## config.mk

```make
export PLATFORM = sky130hd
export DESIGN_NAME = stopwatch_ctrl_flat
export DESIGN_NICKNAME = d
export VERILOG_FILES = /design/src/rtl/stopwatch_pkg.sv /design/src/rtl/stopwatch_ctrl_if.sv /design/src/rtl/sw_timer_fsm.sv /design/src/rtl/stopwatch_ctrl.sv /design/src/flat_wrapper.sv
export SDC_FILE = /design/constraint.sdc
export NUM_CORES = 1
export LEC_CHECK = 0
export CAP_MARGIN = 20
export CORE_MARGIN = 3
export CORE_UTILIZATION = 57
export DETAILED_ROUTE_END_ITERATION = 10
export PLACE_DENSITY = 0.83
export SLEW_MARGIN = 40
export SYNTH_ARGS = -nofsm -noshare
export SYNTH_HDL_FRONTEND = slang
export SYNTH_HIERARCHICAL = 1
export SYNTH_SLANG_ARGS = --single-unit
```

## constraint.sdc

```tcl
create_clock -name clk_db -period 4.45 [get_ports clk_db]
set_clock_uncertainty 0.15 [all_clocks]
set_input_delay 0.6675 -clock clk_db [delete_from_list [all_inputs] [get_ports clk_db]]
set_output_delay 0.6675 -clock clk_db [all_outputs]
set_load 0.01 [all_outputs]
```

## src/rtl/stopwatch_pkg.sv

```systemverilog
// stopwatch_pkg: shared state encodings, button indices and priority pick for the stopwatch sequencer
package stopwatch_pkg;
    typedef enum logic [1:0] {TMR_IDLE, TMR_RUN, TMR_PAUSE} tmr_state_t;
    typedef enum logic [1:0] {CD_SET, CD_RUN, CD_PAUSE, CD_DONE} cd_state_t;
    localparam int BTN_RESET = 0;
    localparam int BTN_START = 1;
    localparam int BTN_STOP  = 2;
    localparam int BTN_LAP   = 3;
    localparam int BTN_VIEW  = 4;
    function automatic logic [4:0] btn_win(input logic [4:0] b);
        btn_win = '0;
        if (b[BTN_RESET]) btn_win[BTN_RESET] = 1'b1;
        else if (b[BTN_STOP]) btn_win[BTN_STOP] = 1'b1;
        else if (b[BTN_START]) btn_win[BTN_START] = 1'b1;
        else if (b[BTN_LAP]) btn_win[BTN_LAP] = 1'b1;
        else if (b[BTN_VIEW]) btn_win[BTN_VIEW] = 1'b1;
    endfunction
endpackage

```

## src/rtl/stopwatch_ctrl_if.sv

```systemverilog
// stopwatch_ctrl_if: button, switch and counter-control signals of the stopwatch sequencer
interface stopwatch_ctrl_if;
    logic s0_p, s1_p, s2_p, s3_p, s4_p;
    logic sw0_lvl, sw1_lvl, sw7_lvl, cd_zero;
    logic [1:0] run_en, clr, lap_cap;
    logic view_lap, cd_run, cd_clr, cd_min_inc, cd_hr_inc, alarm, mode_cd;
    modport master (
        output s0_p, s1_p, s2_p, s3_p, s4_p, sw0_lvl, sw1_lvl, sw7_lvl, cd_zero,
        input  run_en, clr, lap_cap, view_lap, cd_run, cd_clr, cd_min_inc, cd_hr_inc, alarm, mode_cd
    );
    modport slave (
        input  s0_p, s1_p, s2_p, s3_p, s4_p, sw0_lvl, sw1_lvl, sw7_lvl, cd_zero,
        output run_en, clr, lap_cap, view_lap, cd_run, cd_clr, cd_min_inc, cd_hr_inc, alarm, mode_cd
    );
endinterface

```

## src/rtl/sw_timer_fsm.sv

```systemverilog
// sw_timer_fsm: IDLE/RUN/PAUSE sequencer for one stopwatch timer
module sw_timer_fsm
    import stopwatch_pkg::*;
(
    input  logic clk_db,
    input  logic rst,
    input  logic sel,
    input  logic start,
    input  logic stop,
    input  logic reset,
    input  logic lap,
    input  logic hold,
    output logic run_en,
    output logic clr,
    output logic lap_cap
);
    tmr_state_t state_q, state_d;
    logic run_en_q, run_en_d, clr_q, clr_d, lap_cap_q, lap_cap_d;
    // Buttons act only on the selected timer; run_en is masked while countdown mode holds the timer
    always_comb begin
        state_d = state_q;
        if (sel && reset) state_d = TMR_IDLE;
        else if (sel && stop && state_q == TMR_RUN) state_d = TMR_PAUSE;
        else if (sel && start && state_q != TMR_RUN) state_d = TMR_RUN;
        run_en_d = state_d == TMR_RUN && !hold;
        clr_d = sel && reset;
        lap_cap_d = sel && lap && state_q != TMR_IDLE;
    end
    // State and registered outputs
    always_ff @(posedge clk_db or posedge rst) begin
        if (rst) begin
            state_q   <= TMR_IDLE;
            run_en_q  <= 1'b0;
            clr_q     <= 1'b0;
            lap_cap_q <= 1'b0;
        end else begin
            state_q   <= state_d;
            run_en_q  <= run_en_d;
            clr_q     <= clr_d;
            lap_cap_q <= lap_cap_d;
        end
    end
    assign run_en  = run_en_q;
    assign clr     = clr_q;
    assign lap_cap = lap_cap_q;
endmodule

```

## src/rtl/stopwatch_ctrl.sv

```systemverilog
// stopwatch_ctrl: button/switch sequencer for two stopwatch timers and the countdown counter
module stopwatch_ctrl
    import stopwatch_pkg::*;
#(
    parameter int ALARM_TICKS = 300,
    parameter int AW          = 9
) (
    input logic clk_db,
    input logic rst,
    stopwatch_ctrl_if.slave bus
);
    logic [4:0] btn, win;
    logic sw_act, mode_chg;
    logic [1:0] sel, run_en, clr, lap_cap;
    cd_state_t cd_state_q, cd_state_d;
    logic [AW-1:0] cnt_q, cnt_d;
    logic mode_cd_q, mode_cd_d, view_tog_q, view_tog_d, view_lap_q, view_lap_d;
    logic cd_run_q, cd_run_d, cd_clr_q, cd_clr_d, cd_min_q, cd_min_d, cd_hr_q, cd_hr_d, alarm_q, alarm_d;

    assign btn      = {bus.s4_p, bus.s3_p, bus.s2_p, bus.s1_p, bus.s0_p};
    assign win      = btn_win(btn);
    assign sw_act   = ~mode_cd_q;
    assign mode_chg = bus.sw7_lvl ^ mode_cd_q;
    assign sel      = {bus.sw0_lvl, ~bus.sw0_lvl};

    for (genvar i = 0; i < 2; i++) begin : g_tmr
        sw_timer_fsm u_tmr (
            .clk_db,
            .rst,
            .sel    (sel[i]),
            .start  (sw_act & win[BTN_START]),
            .stop   (sw_act & win[BTN_STOP]),
            .reset  (sw_act & win[BTN_RESET]),
            .lap    (sw_act & win[BTN_LAP]),
            .hold   (bus.sw7_lvl),
            .run_en (run_en[i]),
            .clr    (clr[i]),
            .lap_cap(lap_cap[i])
        );
    end

    // Countdown sequencing, alarm hold-off, view toggle; pulses decode under the already-registered mode
    always_comb begin
        cd_state_d = cd_state_q;
        cnt_d      = cnt_q;
        cd_clr_d   = 1'b0;
        cd_min_d   = 1'b0;
        cd_hr_d    = 1'b0;
        mode_cd_d  = bus.sw7_lvl;
        view_tog_d = view_tog_q ^ (sw_act & win[BTN_VIEW]);
        if (mode_cd_q) begin
            if (win[BTN_RESET]) begin
                cd_state_d = CD_SET;
                cd_clr_d   = 1'b1;
            end else begin
                case (cd_state_q)
                    CD_SET: begin
                        cd_min_d = win[BTN_LAP];
                        cd_hr_d  = win[BTN_VIEW];
                        if (win[BTN_START] && !bus.cd_zero) cd_state_d = CD_RUN;
                    end
                    CD_RUN: begin
                        if (bus.cd_zero) begin
                            cd_state_d = CD_DONE;
                            cnt_d      = AW'(ALARM_TICKS);
                        end else if (win[BTN_STOP]) cd_state_d = CD_PAUSE;
                    end
                    CD_PAUSE: if (win[BTN_START]) cd_state_d = CD_RUN;
                    CD_DONE: begin
                        cnt_d = cnt_q - 1'b1;
                        if (|btn || cnt_d == '0) cd_state_d = CD_SET;
                    end
                endcase
            end
        end
        if (mode_chg) cd_state_d = CD_SET;
        cd_run_d   = cd_state_d == CD_RUN;
        alarm_d    = cd_state_d == CD_DONE;
        view_lap_d = view_tog_d | bus.sw1_lvl;
    end

    // State and registered outputs; reset clears everything without issuing strobes
    always_ff @(posedge clk_db or posedge rst) begin
        if (rst) begin
            cd_state_q <= CD_SET;
            cnt_q      <= '0;
            mode_cd_q  <= 1'b0;
            view_tog_q <= 1'b0;
            view_lap_q <= 1'b0;
            cd_run_q   <= 1'b0;
            cd_clr_q   <= 1'b0;
            cd_min_q   <= 1'b0;
            cd_hr_q    <= 1'b0;
            alarm_q    <= 1'b0;
        end else begin
            cd_state_q <= cd_state_d;
            cnt_q      <= cnt_d;
            mode_cd_q  <= mode_cd_d;
            view_tog_q <= view_tog_d;
            view_lap_q <= view_lap_d;
            cd_run_q   <= cd_run_d;
            cd_clr_q   <= cd_clr_d;
            cd_min_q   <= cd_min_d;
            cd_hr_q    <= cd_hr_d;
            alarm_q    <= alarm_d;
        end
    end

    assign bus.run_en     = run_en;
    assign bus.clr        = clr;
    assign bus.lap_cap    = lap_cap;
    assign bus.view_lap   = view_lap_q;
    assign bus.cd_run     = cd_run_q;
    assign bus.cd_clr     = cd_clr_q;
    assign bus.cd_min_inc = cd_min_q;
    assign bus.cd_hr_inc  = cd_hr_q;
    assign bus.alarm      = alarm_q;
    assign bus.mode_cd    = mode_cd_q;
endmodule
```

## src/flat_wrapper.sv

```systemverilog
// flat-port wrapper written by rule: the top's interface ports become plain ports
module stopwatch_ctrl_flat import stopwatch_pkg::*;
#(
    parameter int ALARM_TICKS = 300,
    parameter int AW          = 9
)
  (clk_db, rst, bus_s0_p, bus_s1_p, bus_s2_p, bus_s3_p, bus_s4_p, bus_sw0_lvl, bus_sw1_lvl, bus_sw7_lvl, bus_cd_zero, bus_run_en, bus_clr, bus_lap_cap, bus_view_lap, bus_cd_run, bus_cd_clr, bus_cd_min_inc, bus_cd_hr_inc, bus_alarm, bus_mode_cd);
  stopwatch_ctrl_if bus_i ();
  input logic clk_db;
  input logic rst;
  input wire logic [$bits(bus_i.s0_p)-1:0] bus_s0_p;
  input wire logic [$bits(bus_i.s1_p)-1:0] bus_s1_p;
  input wire logic [$bits(bus_i.s2_p)-1:0] bus_s2_p;
  input wire logic [$bits(bus_i.s3_p)-1:0] bus_s3_p;
  input wire logic [$bits(bus_i.s4_p)-1:0] bus_s4_p;
  input wire logic [$bits(bus_i.sw0_lvl)-1:0] bus_sw0_lvl;
  input wire logic [$bits(bus_i.sw1_lvl)-1:0] bus_sw1_lvl;
  input wire logic [$bits(bus_i.sw7_lvl)-1:0] bus_sw7_lvl;
  input wire logic [$bits(bus_i.cd_zero)-1:0] bus_cd_zero;
  output wire logic [$bits(bus_i.run_en)-1:0] bus_run_en;
  output wire logic [$bits(bus_i.clr)-1:0] bus_clr;
  output wire logic [$bits(bus_i.lap_cap)-1:0] bus_lap_cap;
  output wire logic [$bits(bus_i.view_lap)-1:0] bus_view_lap;
  output wire logic [$bits(bus_i.cd_run)-1:0] bus_cd_run;
  output wire logic [$bits(bus_i.cd_clr)-1:0] bus_cd_clr;
  output wire logic [$bits(bus_i.cd_min_inc)-1:0] bus_cd_min_inc;
  output wire logic [$bits(bus_i.cd_hr_inc)-1:0] bus_cd_hr_inc;
  output wire logic [$bits(bus_i.alarm)-1:0] bus_alarm;
  output wire logic [$bits(bus_i.mode_cd)-1:0] bus_mode_cd;
  assign bus_i.s0_p = bus_s0_p;
  assign bus_i.s1_p = bus_s1_p;
  assign bus_i.s2_p = bus_s2_p;
  assign bus_i.s3_p = bus_s3_p;
  assign bus_i.s4_p = bus_s4_p;
  assign bus_i.sw0_lvl = bus_sw0_lvl;
  assign bus_i.sw1_lvl = bus_sw1_lvl;
  assign bus_i.sw7_lvl = bus_sw7_lvl;
  assign bus_i.cd_zero = bus_cd_zero;
  assign bus_run_en = bus_i.run_en;
  assign bus_clr = bus_i.clr;
  assign bus_lap_cap = bus_i.lap_cap;
  assign bus_view_lap = bus_i.view_lap;
  assign bus_cd_run = bus_i.cd_run;
  assign bus_cd_clr = bus_i.cd_clr;
  assign bus_cd_min_inc = bus_i.cd_min_inc;
  assign bus_cd_hr_inc = bus_i.cd_hr_inc;
  assign bus_alarm = bus_i.alarm;
  assign bus_mode_cd = bus_i.mode_cd;
  stopwatch_ctrl #(.ALARM_TICKS(ALARM_TICKS), .AW(AW)) u_core (.clk_db(clk_db), .rst(rst), .bus(bus_i));
endmodule
```

==> run summary <==
Status = finished, final reports clean
FFs w/ async S/R, synth = 100%
Max Cap Viol = 0
Clock root buffer = clkbuf_4
WL/cell = 14.8 µm
Ys flop type = dfrtp_1
Vias per inst = 5.95
H-tree depth = 2
Cell variety after synth = 52
Residual DRC = 0
Mapped Area = 0.00160 mm²
CTS tree = yes
Critical path type = in -> reg
Mean Syn Cell Area = 9.61 µm²
Global-route wire length before repair = 5570 µm
FF+latch count, synth = 29
Gpl congestion = 0.886
DRT Wirelength = 3250 µm
CTS resizes = 0
Critical Path AT = 2.56 ns
Core box area = 0.00257 mm²
DRT Pass-1 Iters = 4
Worst skew pair latency = 0.33 ns
CTS sink count = 29
Fraction of layout cells with a size suffix above 1 = 12.1%
FILL cells = 195
Final Cycle Share = 56.5%
Worst IR drop on VDD = 0.363 mV
Die X = 59.1 µm
Unrepaired setup endpoints after global routing = no
Hold-fix buffers, CTS = 0
Cts bufs inserted = 5
Vias = 1309
Setup Viol. Count Final = 0
Nets = 202
Initial antenna violation count = 0
Gate Count Post-Synth = 167
Sequential area share after synthesis = 45.2%
Antenna-violating nets left = 0
Clk slew on worst S/H paths = 0.09 ns
Worst Tran Pin Value = 0.753 ns
Slew headroom = 49.7%
Hpwl dp = 2350 µm
CTS max path bufs = 2
PortBufs = 23
Final Hold Vio Count = 0
Biggest area consumer among synthesized cells = dfrtp_1
Power density over cell area = 316 mW/mm²
Maximum clock rate = 398 MHz
Footprint of the multi-input gates = 781 µm²
Register area = 726 µm²
Post-synth EDFFs = 0
Max Slew Vio Count = 0
Critical path endpoint category = flop
Synthesis-to-layout area growth = 18.3%
Placed Area = 0.00183 mm²
Yosys warnings = 6
Placement Rows = 18
DRT iter0 DRCs = 64
Type of the tightest min-delay check = reg -> reg
DIE AREA = 0.00349 mm²
LEAKAGE = 0.821 nW
Number of global-route vias before repair = 1310
GRT Overall Usage = 21.4%
Largest net degree at the start of global routing = 20
CP required = 4.49 ns
Worst Path Max Fanout = 15
Syn nets = 180
Post-CTS Setup Bufs = 0
Synth top area share = 45.2%
Synth top area cells = dfrtp_1 45%, nor2_1 4.2%, inv_1 3.3%
Die Height = 59.1 µm
Total Neg Setup Slack = 0 ns
Antenna diodes = 0
Global route overflow = 0
Flop2flop setup slack = 2.17 ns
I/O pins = 24
Startpoint types = input port
Final Cell Area = 0.00190 mm²
Initial Util = 62.5%
Period minus WS final = 2.51 ns
## layout by cell type, fill, tap and decap left out, drive strengths merged, types with 2 or more instances in the layout
master / n
nand3b: 2
nor3: 7
o41ai: 3
dfrtp: 29
xnor2: 3
a21oi: 6
inv: 14
o211a: 2
nor2b: 5
ha: 2
clkbuf: 7
nand2: 8
a31oi: 3
nand2b: 5
and2b: 2
o22a: 2
a21o: 3
nor2: 18
and2: 3
or3: 2
o31ai: 3
nand3: 2
o21ai: 11
nor3b: 4
clkdlybuf4s50: 23
nor4: 2
o311ai: 2
## worst paths after layout
path                                              from                                     end  cells after the start
max in group asynchronous                          rst          u_core/cd_state_q[0]$_DFF_PP0_                      2
min in group asynchronous                          rst  u_core/g_tmr[0].u_tmr/run_en$_DFF_PP0_                      2
setup / recovery                              bus_s0_p             u_core/cnt_q[8]$_DFFE_PP0P_                      5
hold reg to reg            u_core/view_tog_q$_DFF_PP0_             u_core/view_tog_q$_DFF_PP0_                      1
hold / removal             u_core/view_tog_q$_DFF_PP0_             u_core/view_tog_q$_DFF_PP0_                      1
setup reg to reg           u_core/cnt_q[0]$_DFFE_PP0P_             u_core/bus.cd_run$_DFF_PP0_                      8
## routing by layer
layer / share of wire (%) / global-route usage, % / up-vias
met5: 0 / 0 / -
met4: 2.8 / 12.3 / 0
met3: 6.3 / 4.36 / 11
met2: 47 / 34.7 / 45
met1: 44 / 26.3 / 617
li1: - / - / 636
## report_power, final
part / switching, mW / leakage, nW / internal, mW
clock network: 0.0903 / 0.0413 / 0.0914
registers: 0.0213 / 0.378 / 0.287
logic: 0.0520 / 0.402 / 0.0567
total: 0.163 / 0.821 / 0.435
## Yosys cell counts (all sizes together), types with 3 or more instances
cell and number:
dfrtp 29, nor2b 5, a21o 3, inv 14
o41ai 3, nor3b 4, nor3 7, nand2 8
xnor2 3, o21ai 11, clkbuf 3, nor2 18
o31ai 3, and2 3, buf 5, a21oi 6
a31oi 3, nand2b 5
## flip-flops by register name, indices dropped and copies added (netlist names)
signal,cells
u_core/bus.alarm,1
u_core/bus.cd_hr_inc,1
u_core/cnt_q,9
u_core/bus.cd_clr,1
u_core/cd_state_q,2
u_core/g_tmr.u_tmr/run_en,2
u_core/bus.view_lap,1
u_core/g_tmr.u_tmr/clr,2
u_core/bus.mode_cd,1
u_core/g_tmr.u_tmr/lap_cap,2
u_core/g_tmr.u_tmr/state_q,4
u_core/view_tog_q,1
u_core/bus.cd_min_inc,1
u_core/bus.cd_run,1
## layout make-up
cell class,instances,share of cell area [%]
clock buffers,7,3.43
well taps,30,1.98
clock inverters,1,0.264
inverters,14,2.77
repair buffers,23,12.1
flip-flops and latches,29,38.3
multi-input cells,116,41.2
## cells by family after synthesis
kind of cell    Yosys count  share of synthesized area, %
xor+xnor                  4                          2.18
compound gates           41                          18.8
fa+ha+maj                 2                          1.56
buf+inv                  22                          6.08
mux                       1                         0.702
flops                    29                          45.2
simple gates             68                          25.4
## metrics by stage
step / hold slack, ns / setup WS [ns] / instances / total power [mW] / utilization, %
finish: 0.311 / 1.94 / 220 / 0.599 / 73.9
global route: 0.331 / 1.76 / 220 / 0.629 / 73.9
CTS: 0.314 / 1.97 / 220 / 0.606 / 73.9
detailed placement: 0.298 / 1.61 / 212 / 0.422 / 71.2
global placement: 0.291 / 1.70 / 212 / 0.417 / 71.2
floorplan: 0.280 / 2.27 / 167 / 0.385 / -
## critical path, cell delays in order
cell	delay (ns)
clkdlybuf4s50_1	0.55
nor2b_1	0.31
nand3_1	0.44
o41ai_1	0.47
o31ai_1	0.12
Power figures use the tool's default switching activity.
